$ cat config.mk
export PLATFORM = sky130hd
export DESIGN_NAME = ps2_key_tx_flat
export DESIGN_NICKNAME = d
export VERILOG_FILES = /design/src/rtl/ps2_key_tx_if.sv /design/src/rtl/ps2_key_tx.sv /design/src/flat_wrapper.sv
export SDC_FILE = /design/constraint.sdc
export NUM_CORES = 1
export LEC_CHECK = 0
export CAP_MARGIN = 20
export CORE_MARGIN = 2
export CORE_UTILIZATION = 61
export CTS_CLUSTER_SIZE = 10
export DETAILED_ROUTE_END_ITERATION = 8
export PLACE_DENSITY = 0.83
export SKIP_LAST_GASP = 1
export SLEW_MARGIN = 20
export SYNTH_ARGS = -nofsm -noshare
export SYNTH_HDL_FRONTEND = slang
export SYNTH_SLANG_ARGS = --single-unit
$ cat constraint.sdc
create_clock -name clk -period 5.1 [get_ports clk]
set_clock_uncertainty 0.2 [all_clocks]
set_input_delay 1.275 -clock clk [delete_from_list [all_inputs] [get_ports clk]]
set_output_delay 1.275 -clock clk [all_outputs]
set_load 0.005 [all_outputs]
$ cat src/rtl/ps2_key_tx_if.sv
`timescale 1ns/1ps
`default_nettype none
// ============================================================================
//  Module      : ps2_key_tx_if
//  Description : Byte handshake between a scan-code source and ps2_key_tx.
//  Revision    : 1.0 - initial release
// ============================================================================
interface ps2_key_tx_if;
    logic [7:0] tx_data;
    logic       tx_valid;
    logic       tx_ready;

    // Upstream scan-code source
    modport master (output tx_data, output tx_valid, input tx_ready);
    // PS/2 transmitter
    modport slave  (input tx_data, input tx_valid, output tx_ready);
endinterface
`default_nettype wire

$ cat src/rtl/ps2_key_tx.sv
`timescale 1ns/1ps
`default_nettype none
// ============================================================================
//  Module      : ps2_key_tx
//  Description : Device-side PS/2 keyboard transmitter. Sends each accepted
//                scan-code byte as an 11-bit frame (start, LSB-first data,
//                odd parity, stop), backs off on host inhibit and resends
//                aborted bytes on its own.
//  Revision    : 1.0 - initial release
// ============================================================================
module ps2_key_tx #(
    parameter int CLK_HZ     = 25000000,
    parameter int PS2_HZ     = 12500,
    parameter int GAP_HALVES = 2          // must be >= 1
) (
    input  wire logic       clk,
    input  wire logic       reset,
    ps2_key_tx_if.slave     tx,
    input  wire logic       ps2clk_in,
    output logic            ps2clk_out,
    output logic            ps2data_out,
    output logic            tx_done,
    output logic            tx_abort
);

    localparam int HALF    = CLK_HZ / (2 * PS2_HZ);
    localparam int GAP_CYC = GAP_HALVES * HALF;
    localparam int CNT_MAX = (GAP_CYC > HALF) ? GAP_CYC : HALF;
    localparam int CW      = $clog2(CNT_MAX + 1);

    localparam logic [CW-1:0] HALF_END = CW'(HALF - 1);
    localparam logic [CW-1:0] GAP_END  = CW'(GAP_CYC - 1);
    localparam logic [3:0]    LAST_BIT = 4'd10;

    typedef enum logic [2:0] {
        S_IDLE    = 3'd0,
        S_INHIBIT = 3'd1,
        S_HIGH    = 3'd2,
        S_LOW     = 3'd3,
        S_GAP     = 3'd4
    } state_t;

    state_t        state_q;
    logic [CW-1:0] cnt_q;
    logic [3:0]    bit_q;
    logic [10:0]   frame_q;
    logic          retx_q;
    logic          sync1_q;
    logic          sync2_q;
    logic          ready_q;
    logic          clk_q;
    logic          data_q;
    logic          done_q;
    logic          abort_q;

    logic [10:0]   w_frame_d;
    logic          w_accept;

    // Frame bit 0 goes out first: start 0, data LSB first, odd parity, stop 1
    assign w_frame_d = {1'b1, ~^tx.tx_data, tx.tx_data, 1'b0};
    assign w_accept  = tx.tx_valid & ready_q;

    // Two-flop synchronizer for the host clock line; presets to released
    always_ff @(posedge clk or posedge reset) begin
        if (reset) begin
            sync1_q <= 1'b1;
            sync2_q <= 1'b1;
        end else begin
            sync1_q <= ps2clk_in;
            sync2_q <= sync1_q;
        end
    end

    // Frame sequencer: half-period timing, inhibit/abort handling, retransmit
    always_ff @(posedge clk or posedge reset) begin
        if (reset) begin
            state_q <= S_IDLE;
            cnt_q   <= '0;
            bit_q   <= 4'd0;
            frame_q <= '0;
            retx_q  <= 1'b0;
            ready_q <= 1'b0;
            clk_q   <= 1'b1;
            data_q  <= 1'b1;
            done_q  <= 1'b0;
            abort_q <= 1'b0;
        end else begin
            done_q  <= 1'b0;
            abort_q <= 1'b0;
            case (state_q)
                S_IDLE: begin
                    clk_q  <= 1'b1;
                    data_q <= 1'b1;
                    if (w_accept) begin
                        frame_q <= w_frame_d;
                        bit_q   <= 4'd0;
                        cnt_q   <= '0;
                        data_q  <= w_frame_d[0];
                        ready_q <= 1'b0;
                        state_q <= S_HIGH;
                    end else if (!sync2_q) begin
                        ready_q <= 1'b0;
                        state_q <= S_INHIBIT;
                    end else begin
                        ready_q <= 1'b1;
                    end
                end

                S_INHIBIT: begin
                    ready_q <= 1'b0;
                    clk_q   <= 1'b1;
                    data_q  <= 1'b1;
                    if (sync2_q) begin
                        cnt_q   <= '0;
                        state_q <= S_GAP;
                    end
                end

                S_HIGH: begin
                    if (cnt_q == HALF_END) begin
                        cnt_q <= '0;
                        // Host pulled the clock before the stop bit: give up
                        // this attempt but keep the frame for a resend
                        if (!sync2_q && (bit_q < LAST_BIT)) begin
                            clk_q   <= 1'b1;
                            data_q  <= 1'b1;
                            abort_q <= 1'b1;
                            retx_q  <= 1'b1;
                            state_q <= S_INHIBIT;
                        end else begin
                            clk_q   <= 1'b0;
                            state_q <= S_LOW;
                        end
                    end else begin
                        cnt_q <= cnt_q + CW'(1);
                    end
                end

                S_LOW: begin
                    if (cnt_q == HALF_END) begin
                        cnt_q <= '0;
                        clk_q <= 1'b1;
                        if (bit_q == LAST_BIT) begin
                            done_q  <= 1'b1;
                            data_q  <= 1'b1;
                            state_q <= S_GAP;
                        end else begin
                            bit_q   <= bit_q + 4'd1;
                            data_q  <= frame_q[bit_q + 4'd1];
                            state_q <= S_HIGH;
                        end
                    end else begin
                        cnt_q <= cnt_q + CW'(1);
                    end
                end

                S_GAP: begin
                    clk_q <= 1'b1;
                    if (cnt_q == GAP_END) begin
                        cnt_q <= '0;
                        if (retx_q) begin
                            // Resend the held frame without a new handshake
                            retx_q  <= 1'b0;
                            bit_q   <= 4'd0;
                            data_q  <= frame_q[0];
                            state_q <= S_HIGH;
                        end else begin
                            data_q  <= 1'b1;
                            ready_q <= sync2_q;
                            state_q <= S_IDLE;
                        end
                    end else begin
                        data_q <= 1'b1;
                        cnt_q  <= cnt_q + CW'(1);
                    end
                end

                default: begin
                    state_q <= S_IDLE;
                    clk_q   <= 1'b1;
                    data_q  <= 1'b1;
                    ready_q <= 1'b0;
                end
            endcase
        end
    end

    assign tx.tx_ready = ready_q;
    assign ps2clk_out  = clk_q;
    assign ps2data_out = data_q;
    assign tx_done     = done_q;
    assign tx_abort    = abort_q;

endmodule
`default_nettype wire

$ cat src/flat_wrapper.sv
// flat-port wrapper written by rule: the top's interface ports become plain ports
module ps2_key_tx_flat 
#(
    parameter int CLK_HZ     = 25000000,
    parameter int PS2_HZ     = 12500,
    parameter int GAP_HALVES = 2                         
)
  (clk, reset, ps2clk_in, ps2clk_out, ps2data_out, tx_done, tx_abort, tx_tx_data, tx_tx_valid, tx_tx_ready);
  ps2_key_tx_if tx_i ();
  input  wire logic clk;
  input  wire logic reset;
  input  wire logic ps2clk_in;
  output logic ps2clk_out;
  output logic ps2data_out;
  output logic tx_done;
  output logic tx_abort;
  input wire logic [$bits(tx_i.tx_data)-1:0] tx_tx_data;
  input wire logic [$bits(tx_i.tx_valid)-1:0] tx_tx_valid;
  output wire logic [$bits(tx_i.tx_ready)-1:0] tx_tx_ready;
  assign tx_i.tx_data = tx_tx_data;
  assign tx_i.tx_valid = tx_tx_valid;
  assign tx_tx_ready = tx_i.tx_ready;
  ps2_key_tx #(.CLK_HZ(CLK_HZ), .PS2_HZ(PS2_HZ), .GAP_HALVES(GAP_HALVES)) u_core (.clk(clk), .reset(reset), .tx(tx_i), .ps2clk_in(ps2clk_in), .ps2clk_out(ps2clk_out), .ps2data_out(ps2data_out), .tx_done(tx_done), .tx_abort(tx_abort));
endmodule
==> results.sh <==
export IMPL_die_h_um=61.0
export IMPL_wire_per_inst_um=14.7
export IMPL_ys_ff_latch=36
export IMPL_fin_crit_sh_pct=56.4
export IMPL_reg2reg_slack_ns=2.82
export IMPL_leakagePower_nw=0.982
export IMPL_initial_core_util_pct=64.4
export IMPL_crit_slowest_cell="clkdlybuf4s50_1"
export IMPL_crit_path_end_kind="flip-flop"
export IMPL_mostFrequentLayoutCells="dfrtp_1, nor2_1, clkdlybuf4s50_1, nand2_1"
export IMPL_grt_pass1_vias=1445
export IMPL_post_cts_buffers=0
export IMPL_yosysUniqueCellTypes=50
export IMPL_fmax_mhz=348
export IMPL_start_kind="primary input"
export IMPL_synth_edff_count=0
export IMPL_setup_violations=0
export IMPL_outcome="finished, final reports clean"
export IMPL_tightest_slew_ns=0.677
export IMPL_grt_pass1_wl_um=6440
export IMPL_ant_nets=0
export IMPL_n_antenna_cell=0
export IMPL_grt_usage_pct=23.5
export IMPL_ioPinCount=17
export IMPL_slew_headroom_pct=54.6
export IMPL_cts_tree="done"
export IMPL_routed_wl_um=3710
export IMPL_die_w_um=61.0
export IMPL_crit_arrival_ns=2.91
export IMPL_post_cts_resize_count=0
export IMPL_timing_setup_tns_ns=0
export IMPL_required_ns=5.13
export IMPL_drc=0
export IMPL_cts_buffer_depth=2
export IMPL_clkTransAtPathRegs_ns=0.09
export IMPL_path_max_fanout=10
export IMPL_grt_max_degree=37
export IMPL_drt_iter0_markers=124
export IMPL_maxCapViolCount=0
export IMPL_final_common_cell="dfrtp_1"
export IMPL_synthArstFlopShare_pct=100
export IMPL_stdcell_area_um2=2220
export IMPL_place_gp_congestion=0.916
export IMPL_finalCriticalPeriod_ns=2.88
export IMPL_ys_flop_type="dfrtp_1"
export IMPL_root_buffer="clkbuf_4"
export IMPL_worstSetupPathType="in2reg"
export IMPL_first_pass_iters=4
export IMPL_antenna_found_initial=0
export IMPL_viasPerCell=5.94
export IMPL_path_cells="clkdlybuf4s50_1 -> a211oi_1 -> o21bai_1 -> nand2_1 -> a21o_1 -> a21o_1"
export IMPL_p_per_area_nw_per_um2=206
export IMPL_gr_total_overflow=0
export IMPL_hold_viol_final=0
export IMPL_post_dp_cell_area_um2=2170
export IMPL_cts_made_buffers=5
export IMPL_cts_htree_levels=2
export IMPL_hpwl_um=2720
export IMPL_syn_cell_area_um2=1980
export IMPL_yosys_warnings=0
export IMPL_synthCells=191
export IMPL_core_um2=3080
export IMPL_final_max_slew_violation_count=0
export IMPL_drive_gt1_share_pct=13.9
export IMPL_syn_to_final_growth_pct=11.7
export IMPL_die_area_um2=3720
export IMPL_synth_avg_cell_area_um2=10.4
export IMPL_power_mw=0.457
export IMPL_min_path_type="reg2reg"
export IMPL_fin_hold_ws_ns=0.161
export IMPL_seq_area_frac_synth_pct=45.7
export IMPL_ir_drop_mv=0.165
export IMPL_cts_hold_buf=0
export IMPL_nNetsFinal=223
export IMPL_crit_top_cell="a21o_1"
export IMPL_crit_path_max_incr_delay_ns=0.53
export IMPL_rsz0062_at_grt="false"
export IMPL_io_buffer_count=16
export IMPL_clk_latency_ns=0.34
export IMPL_n_fill_cell=240
export IMPL_cts_sink_count=36
export IMPL_syn_num_nets=206
export IMPL_vias=1504
export IMPL_rows=20
## cells by family (layout without fill, tap and decap cells)
logic type / count (synthesis) / count (layout) / synth area share [%]
simple gates: 69 / 69 / 18.7
compound gates: 43 / 43 / 15.9
flops: 36 / 36 / 45.7
xor+xnor: 13 / 13 / 5.74
buf+inv: 11 / 29 / 2.78
mux: 16 / 16 / 9.34
fa+ha+maj: 3 / 3 / 1.89
## area by class of cell
type                       count  area [um^2]  area share (%)
multi-input combinational    144         1020            46.1
timing repair buffer          17          168            7.57
clock inverter                 1         5.00           0.226
inverter                       4         15.0           0.678
tap                           44         55.1            2.48
clock buffer                   7         45.0            2.03
sequential                    36          906            40.9
## layer usage
layer	vias to the layer above	track usage, %	share of wire, %
met3	5	5.25	5.6
met5	-	0	0
met1	716	32.1	46
met2	55	37.4	47
li1	728	-	-
met4	0	7.76	1.0
## path summary, 6_finish.rpt
| check | from | end | cells past startpoint |
|---|---|---|---|
| max | tx_tx_valid | u_core.cnt_q[5] | 6 |
| min | u_core.sync1_q | u_core.sync2_q | 0 |
| max reg2reg | u_core.cnt_q[0] | u_core.bit_q[0] | 6 |
| min reg2reg | u_core.sync1_q | u_core.sync2_q | 0 |
| max in group asynchronous | reset | u_core.sync2_q | 3 |
| min in group asynchronous | reset | u_core.frame_q[3] | 3 |
## report_power, final
group	internal [mW]	switching [mW]	total [mW]
clock	0.0537	0.0892	0.143
sequential	0.287	0.000857	0.288
combinational	0.0144	0.0118	0.0263
## through the flow
stage	worst slack [ns]	utilization, %	std cells
5_1_grt	2.06	72.0	253
2_1_floorplan	2.60	-	191
3_3_place_gp	1.93	70.4	245
4_1_cts	2.22	72.0	253
3_5_place_dp	1.90	70.4	245
6_report	2.22	72.0	253
## synth_stat cells, types with 2 or more instances
library cell	number	area (um^2)
a21o_1	4	30.0
a21oi_1	6	30.0
a22o_1	6	52.6
and3_1	3	18.8
buf_2	2	10.0
clkbuf_1	3	11.3
dfrtp_1	32	801
dfstp_2	4	105
ha_1	3	37.5
inv_1	4	15.0
mux2_2	10	113
mux2i_1	5	50.1
nand2_1	13	48.8
nand2b_1	4	25.0
nand3_1	8	40.0
nand3b_1	3	22.5
nor2_1	18	67.6
nor2b_1	2	12.5
nor3_1	3	15.0
o21ai_0	10	50.1
o21bai_1	2	15.0
o2bb2ai_1	2	17.5
o31ai_1	2	15.0
or2_2	2	12.5
or3_1	4	25.0
xnor2_1	8	70.1
xor2_1	5	43.8
## state kept, by name, indices dropped and copies added (netlist names)
name / cells
u_core.bit_q: 4
u_core.cnt_q: 11
u_core.frame_q: 10
u_core.ps2clk_out: 1
u_core.ps2data_out: 1
u_core.retx_q: 1
u_core.state_q: 3
u_core.sync1_q: 1
u_core.sync2_q: 1
u_core.tx.tx_ready: 1
u_core.tx_abort: 1
u_core.tx_done: 1
## critical path: cells and delay by family
kind | cells | cell delay (ns)
AOI/OAI and AO/OA | 4 | 0.82
buffers and inverters | 1 | 0.53
and+or+nand+nor | 1 | 0.29
Power figures use the tool's default switching activity.
